==> src/rtl/uart_tx_sched_pkg.sv <==
// Shared types and constants for the UART transmit burst scheduler.
package uart_tx_sched_pkg;

  localparam int unsigned FifoDepth  = 16;
  localparam int unsigned DataWidth  = 8;
  localparam int unsigned LevelWidth = $clog2(FifoDepth + 1);

  typedef enum logic [2:0] {
    StIdle,
    StStart,
    StFetch,
    StCapture,
    StLoad,
    StWaitAck,
    StWaitDone,
    StGap
  } state_e;

endpackage

==> src/rtl/uart_tx_sched_if.sv <==
// FIFO and UART side signals of the scheduler; master is the scheduler itself.
interface uart_tx_sched_if;
  import uart_tx_sched_pkg::*;

  logic [LevelWidth-1:0] fifo_level;
  logic                  fifo_tx_status;
  logic [DataWidth-1:0]  fifo_data;
  logic                  uart_busy;
  logic                  start_tx;
  logic                  next_frame;
  logic [DataWidth-1:0]  uart_data;
  logic                  uart_load;

  modport master (
    input  fifo_level, fifo_tx_status, fifo_data, uart_busy,
    output start_tx, next_frame, uart_data, uart_load
  );

  modport slave (
    output fifo_level, fifo_tx_status, fifo_data, uart_busy,
    input  start_tx, next_frame, uart_data, uart_load
  );

endinterface

==> src/rtl/tx_idle_timer.sv <==
// Saturating idle timer: counts while run is high, clears as soon as run drops.
module tx_idle_timer #(
  parameter int unsigned TIMEOUT = 1000
) (
  input  logic clk,
  input  logic rst,
  input  logic run,
  output logic expired
);

  localparam int unsigned CntW = (TIMEOUT < 1) ? 1 : $clog2(TIMEOUT + 1);
  localparam logic [CntW-1:0] CntMax = CntW'(TIMEOUT);

  logic [CntW-1:0] count_q, count_d;

  always_comb begin
    count_d = '0;
    if (run) begin
      count_d = (count_q == CntMax) ? count_q : count_q + CntW'(1);
    end
  end

  always_ff @(posedge clk or posedge rst) begin
    if (rst) begin
      count_q <= '0;
    end else begin
      count_q <= count_d;
    end
  end

  // Gated by run so an empty FIFO can never look like an expired wait.
  assign expired = run && (count_q == CntMax);

endmodule

==> src/rtl/uart_tx_sched.sv <==
// Drains the TX FIFO into the UART in bursts triggered by level, flush or idle timeout.
module uart_tx_sched
  import uart_tx_sched_pkg::*;
#(
  parameter int unsigned BATCH_THRESHOLD = 16,
  parameter int unsigned IDLE_TIMEOUT    = 1000,
  parameter int unsigned FRAME_GAP       = 2
) (
  input  logic            clk_tx_sched,
  input  logic            rst_tx_sched,
  input  logic            enable,
  input  logic            flush,
  output logic            busy,
  output logic [7:0]      frames_sent,
  uart_tx_sched_if.master bus
);

  localparam int unsigned GapW    = (FRAME_GAP < 2) ? 1 : $clog2(FRAME_GAP);
  localparam int unsigned GapLast = (FRAME_GAP == 0) ? 0 : FRAME_GAP - 1;
  localparam logic [LevelWidth-1:0] BatchLevel = LevelWidth'(BATCH_THRESHOLD);

  state_e               state_q, state_d;
  logic [GapW-1:0]      gap_q, gap_d;
  logic [DataWidth-1:0] data_q;
  logic [7:0]           frames_q;
  logic                 timer_run, timer_expired, trigger, gap_done;

  assign timer_run = (state_q == StIdle) && bus.fifo_tx_status;

  tx_idle_timer #(
    .TIMEOUT (IDLE_TIMEOUT)
  ) u_idle_timer (
    .clk     (clk_tx_sched),
    .rst     (rst_tx_sched),
    .run     (timer_run),
    .expired (timer_expired)
  );

  // Coinciding triggers collapse into a single IDLE -> START transition.
  assign trigger = enable && ((bus.fifo_level >= BatchLevel) ||
                              (flush && bus.fifo_tx_status) ||
                              timer_expired);

  // A zero-length gap still spends one cycle in StGap.
  assign gap_done = (gap_q == GapW'(GapLast));
  assign gap_d    = ((state_q == StGap) && !gap_done) ? gap_q + GapW'(1) : '0;

  always_ff @(posedge clk_tx_sched or posedge rst_tx_sched) begin
    if (rst_tx_sched) begin
      state_q <= StIdle;
    end else begin
      state_q <= state_d;
    end
  end

  always_ff @(posedge clk_tx_sched or posedge rst_tx_sched) begin
    if (rst_tx_sched) begin
      gap_q    <= '0;
      data_q   <= '0;
      frames_q <= '0;
    end else begin
      gap_q <= gap_d;
      if (state_q == StCapture) begin
        data_q <= bus.fifo_data;
      end
      if ((state_q == StWaitDone) && !bus.uart_busy) begin
        frames_q <= frames_q + 8'd1;
      end
    end
  end

  always_comb begin
    state_d = state_q;
    unique case (state_q)
      StIdle:     if (trigger) state_d = StStart;
      StStart:    state_d = StFetch;
      StFetch:    state_d = StCapture;
      StCapture:  state_d = StLoad;
      StLoad:     if (!bus.uart_busy) state_d = StWaitAck;
      StWaitAck:  if (bus.uart_busy) state_d = StWaitDone;
      StWaitDone: if (!bus.uart_busy) state_d = StGap;
      StGap: begin
        if (gap_done) begin
          state_d = (enable && bus.fifo_tx_status) ? StFetch : StIdle;
        end
      end
      default:    state_d = StIdle;
    endcase
  end

  always_comb begin
    bus.start_tx   = (state_q == StStart);
    bus.next_frame = (state_q == StFetch);
    bus.uart_load  = (state_q == StLoad) && !bus.uart_busy;
    bus.uart_data  = data_q;
    busy           = (state_q != StIdle);
    frames_sent    = frames_q;
  end

endmodule

==> src/flat_wrapper.sv <==
// flat-port wrapper written by rule: the top's interface ports become plain ports
module uart_tx_sched_flat import uart_tx_sched_pkg::*;
#(
  parameter int unsigned BATCH_THRESHOLD = 16,
  parameter int unsigned IDLE_TIMEOUT    = 1000,
  parameter int unsigned FRAME_GAP       = 2
)
  (clk_tx_sched, rst_tx_sched, enable, flush, busy, frames_sent, bus_fifo_level, bus_fifo_tx_status, bus_fifo_data, bus_uart_busy, bus_start_tx, bus_next_frame, bus_uart_data, bus_uart_load);
  uart_tx_sched_if bus_i ();
  input  logic clk_tx_sched;
  input  logic rst_tx_sched;
  input  logic enable;
  input  logic flush;
  output logic busy;
  output logic [7:0] frames_sent;
  input wire logic [$bits(bus_i.fifo_level)-1:0] bus_fifo_level;
  input wire logic [$bits(bus_i.fifo_tx_status)-1:0] bus_fifo_tx_status;
  input wire logic [$bits(bus_i.fifo_data)-1:0] bus_fifo_data;
  input wire logic [$bits(bus_i.uart_busy)-1:0] bus_uart_busy;
  output wire logic [$bits(bus_i.start_tx)-1:0] bus_start_tx;
  output wire logic [$bits(bus_i.next_frame)-1:0] bus_next_frame;
  output wire logic [$bits(bus_i.uart_data)-1:0] bus_uart_data;
  output wire logic [$bits(bus_i.uart_load)-1:0] bus_uart_load;
  assign bus_i.fifo_level = bus_fifo_level;
  assign bus_i.fifo_tx_status = bus_fifo_tx_status;
  assign bus_i.fifo_data = bus_fifo_data;
  assign bus_i.uart_busy = bus_uart_busy;
  assign bus_start_tx = bus_i.start_tx;
  assign bus_next_frame = bus_i.next_frame;
  assign bus_uart_data = bus_i.uart_data;
  assign bus_uart_load = bus_i.uart_load;
  uart_tx_sched #(.BATCH_THRESHOLD(BATCH_THRESHOLD), .IDLE_TIMEOUT(IDLE_TIMEOUT), .FRAME_GAP(FRAME_GAP)) u_core (.clk_tx_sched(clk_tx_sched), .rst_tx_sched(rst_tx_sched), .enable(enable), .flush(flush), .busy(busy), .frames_sent(frames_sent), .bus(bus_i));
endmodule
==> config.mk <==
export PLATFORM = sky130hd
export DESIGN_NAME = uart_tx_sched_flat
export DESIGN_NICKNAME = d
export VERILOG_FILES = /design/src/rtl/uart_tx_sched_pkg.sv /design/src/rtl/uart_tx_sched_if.sv /design/src/rtl/tx_idle_timer.sv /design/src/rtl/uart_tx_sched.sv /design/src/flat_wrapper.sv
export SDC_FILE = /design/constraint.sdc
export NUM_CORES = 1
export LEC_CHECK = 0
export ABC_CLOCK_PERIOD_IN_PS = 3960
export CAP_MARGIN = 20
export CORE_ASPECT_RATIO = 0.9
export CORE_MARGIN = 4
export CORE_UTILIZATION = 46
export DETAILED_ROUTE_END_ITERATION = 8
export PLACE_DENSITY = 0.87
export SLEW_MARGIN = 20
export SYNTH_ARGS = -nofsm -noshare
export SYNTH_HDL_FRONTEND = slang
export SYNTH_SLANG_ARGS = --single-unit
==> constraint.sdc <==
create_clock -name clk_tx_sched -period 3.96 [get_ports clk_tx_sched]
set_input_delay 0.594 -clock clk_tx_sched [delete_from_list [all_inputs] [get_ports clk_tx_sched]]
set_output_delay 0.594 -clock clk_tx_sched [all_outputs]
set_load 0.02 [all_outputs]
==> results by group <==
Critical path
  – Reg-to-reg startpoint: u_core.u_idle_timer.count_q[0]
  – Crit path launch: bus_uart_busy
  – Reg-to-reg endpoint: u_core.state_q[0]
  – CP peak stage delay: 0.64 ns
  – CP cell instances: clkdlybuf4s50_1 > nand2b_1 > nor3_1 > clkdlybuf4s50_1
  – Crit path kind: in2out
  – CP top delay family: buffers and inverters
  – Crit. End Element: output pin
  – Crit Path Max Fanout: 4
  – CP arrival: 2.04 ns
  – CP bufs+invs: 2
  – R2R depth: 6
  – Data required, critical path: between 3 and 4 ns
  – CP max-delay cell: clkdlybuf4s50_1
  – Worst R2R Setup Slack: 2.05 ns
  – Most used cell, CP: clkdlybuf4s50_1
  – Crit start category: primary input

Worst hold path
  – Hold Path Cell Cnt: 1
  – WHS Endpoint: u_core.frames_sent[7]
  – Hold Startpoint: u_core.frames_sent[7]
  – Hold WC Path Type: reg2reg

STA
  – Fin. max-slew vios: 0
  – Slew @ Worst Pin: around 0.62 ns
  – Fin crit share: 66.5%
  – Hold Vio Cnt, Final: 0
  – Fin crit period: roughly 2.6 ns
  – Fmax: 380 MHz
  – Setup_tns: 0 ns
  – Setup violations, final: 0
  – Unrepaired setup endpoints after global routing: no
  – Slew margin rel.: 58.8%
  – Worst Slack Setup Final: 1.33 ns
  – Clk_skew: 0.0120 ns

Final layout
  – Share of cells above drive strength 1: 13.0%
  – Sequential cell area: 751 um2
  – Fillers: 247
  – Util after Layout: around 65%
  – Final #Nets: 184
  – N_diodes: 0
  – Final instance area: about 1900 um2
  – Multi-input gate area: roughly 610 um2
  – Most frequent cells in the layout: clkdlybuf4s50_1, dfrtp_1, nand2_1
  – Area growth syn-to-layout: 30.0%
  – Commonest non-fill, non-tap cell in the layout: clkdlybuf4s50_1

GRT
  – Remaining Overflow, GRT: 0
  – Vias in the first global route: 1125
  – Global-route wire length before repair: roughly 5100 um
  – Largest net degree at the start of global routing: 31
  – Overall Global Routing Usage: 17.4%
  – Initial antenna violation count: 0

Routing
  – DRC viols: 0
  – Number of DRC markers in iteration 0: 46
  – Via count: roughly 1100
  – DR WL met3: 126 um
  – Total routed wirelength: 3100 um
  – Routed vias/inst: 5.33
  – Routed wl met2: 1720 um
  – Initial DRT Pass Iterations: 4
  – Wire per inst: 15.4 um
  – M1 wire length: 1170 um
  – Max Used Layer: met4
  – ANT nets after route: 0

Die
  – I/O Pins: 39
  – Starting Density: 49.8%
  – DIE WIDTH: 66.6 um
  – Die Ht: 60.8 um
  – Number of placement rows: 18
  – Core Region: 2860 um2
  – Die ar.: roughly 4000 um2

Yosys
  – Warnings, synthesis: 0
  – Simple-Gate Fraction of Synth Area: 16.9%
  – Netlist Area Pre-Place: 1420 um2
  – Synthesized area per cell: 11.4 um2
  – Seq/Total Area, Yosys: 52.7%
  – Synth Area in XOR/XNOR: 8.61%
  – Syn nets: 147
  – Synth Instances: 125
  – Yosys reg bits: 30
  – Main combinational cell family by area after synthesis: simple AND/OR/NAND/NOR gates
  – Adder-Cell Fraction of Synth Area: under 10%
  – Multiplexer share of the synthesized area: 10.0%
  – Compound-Gate Fraction of Synth Area: roughly 4.4%
  – Count of cell types in the netlist: 31

Clock network
  – H-tree depth: 2
  – CTS tree: built
  – Post-CTS setup repair buffer count: 0
  – Root buffer cell: clkbuf_4
  – Clk sinks: 30
  – Max clock buf depth: 2
  – Clock-pin slew on the worst setup and hold paths: 0.10 ns
  – Quantity of gates resized following cts: 0
  – Clk Latency, worst-skew pair: 0.33 ns
  – Inserted Clock Buffers: 5
  – Hold-fix buffers, CTS: 0

Place
  – Post-place instance area: 1770 um2
  – Place WS: 1.33 ns
  – DPL Wire Length: 2290 um
  – PortBufs: 34
  – Gp weighted congestion: around 0.82

Power and ir drop
  – Pwr dens: 615 nW/um2
  – VDD IR-drop max: 0.371 mV
  – Leak pwr: 0.764 nW

Run status
  – Status: complete, no violations

Run
  – Max Cap Viol: 0
per-layer routing:
metal  up-vias  global-route usage [%]
met1       531                    19.5
li1        505                       -
met2        30                    31.4
met3        10                    3.52
met5         -                       0
met4         0                    9.57
through the flow:
step / hold WS, ns / power, W / instances
2_1_floorplan: 0.447 / 0.000719 / 125
3_3_place_gp: 0.460 / 0.000868 / 195
3_5_place_dp: 0.462 / 0.000896 / 195
4_1_cts: 0.479 / 0.00115 / 202
5_1_grt: 0.493 / 0.00120 / 202
6_report: 0.473 / 0.00114 / 202
power by group:
| part | switching [W] | internal [W] | total, W |
|---|---|---|---|
| clock | 0.000105 | 0.000147 | 0.000252 |
| combinational | 0.000193 | 0.000222 | 0.000416 |
| sequential | 0.0000818 | 0.000388 | 0.000470 |
synth_stat cells (all sizes together):
| cell | number | share of area [%] |
|---|---|---|
| o21ai | 4 | 1.4 |
| mux2i | 3 | 2.1 |
| and3 | 1 | 0.44 |
| or4 | 1 | 0.53 |
| nor2 | 9 | 2.4 |
| ha | 3 | 2.6 |
| nand2b | 1 | 0.44 |
| or3 | 1 | 0.44 |
| nor3b | 2 | 1.1 |
| dfrtp | 30 | 53 |
| clkbuf | 4 | 3.2 |
| and4bb | 1 | 0.88 |
| mux2 | 10 | 7.9 |
| nor4 | 1 | 0.44 |
| nand2 | 11 | 2.9 |
| xor2 | 7 | 4.3 |
| or2 | 1 | 0.44 |
| a31o | 1 | 0.62 |
| a221oi | 1 | 0.62 |
| a21oi | 2 | 0.70 |
| a21o | 1 | 0.53 |
| a21boi | 1 | 0.53 |
| inv | 6 | 1.6 |
| nand4 | 3 | 1.3 |
| and4 | 2 | 1.3 |
| nor3 | 5 | 1.8 |
| nand3 | 5 | 1.8 |
| xnor2 | 7 | 4.3 |
| nand4bb | 1 | 0.79 |
sequential cells by signal, summed over array words and instances (netlist names):
| name | cells |
|---|---|
| u_core.bus.uart_data | 8 |
| u_core.frames_sent | 8 |
| u_core.state_q | 3 |
| u_core.u_idle_timer.count_q | 10 |
| u_core.gap_done | 1 |
area by class of cell:
class | count | share of cell area (%)
tap | 40 | 2.70
clock inverter | 1 | 1.62
inverter | 6 | 1.22
multi-input combinational | 85 | 32.7
clock buffer | 6 | 2.77
timing repair buffer | 34 | 18.4
sequential | 30 | 40.6
worst max-delay path by stage:
stage	endpoint	slack, ns	depth (start not counted)
final	bus_uart_load	1.33	4
after global routing	bus_uart_load	1.26	4
after CTS	bus_uart_load	1.33	4
after detailed placement	bus_uart_load	1.33	4
after global placement	bus_uart_load	1.39	4
after floorplan	bus_uart_load	2.17	2
kinds of logic after synthesis:
kind of cell / Yosys count
flops: 30
compound gates: 10
mux: 13
buf+inv: 10
simple gates: 45
fa+ha+maj: 3
xor+xnor: 14
Note: power is estimated with default switching activity, not from simulation.
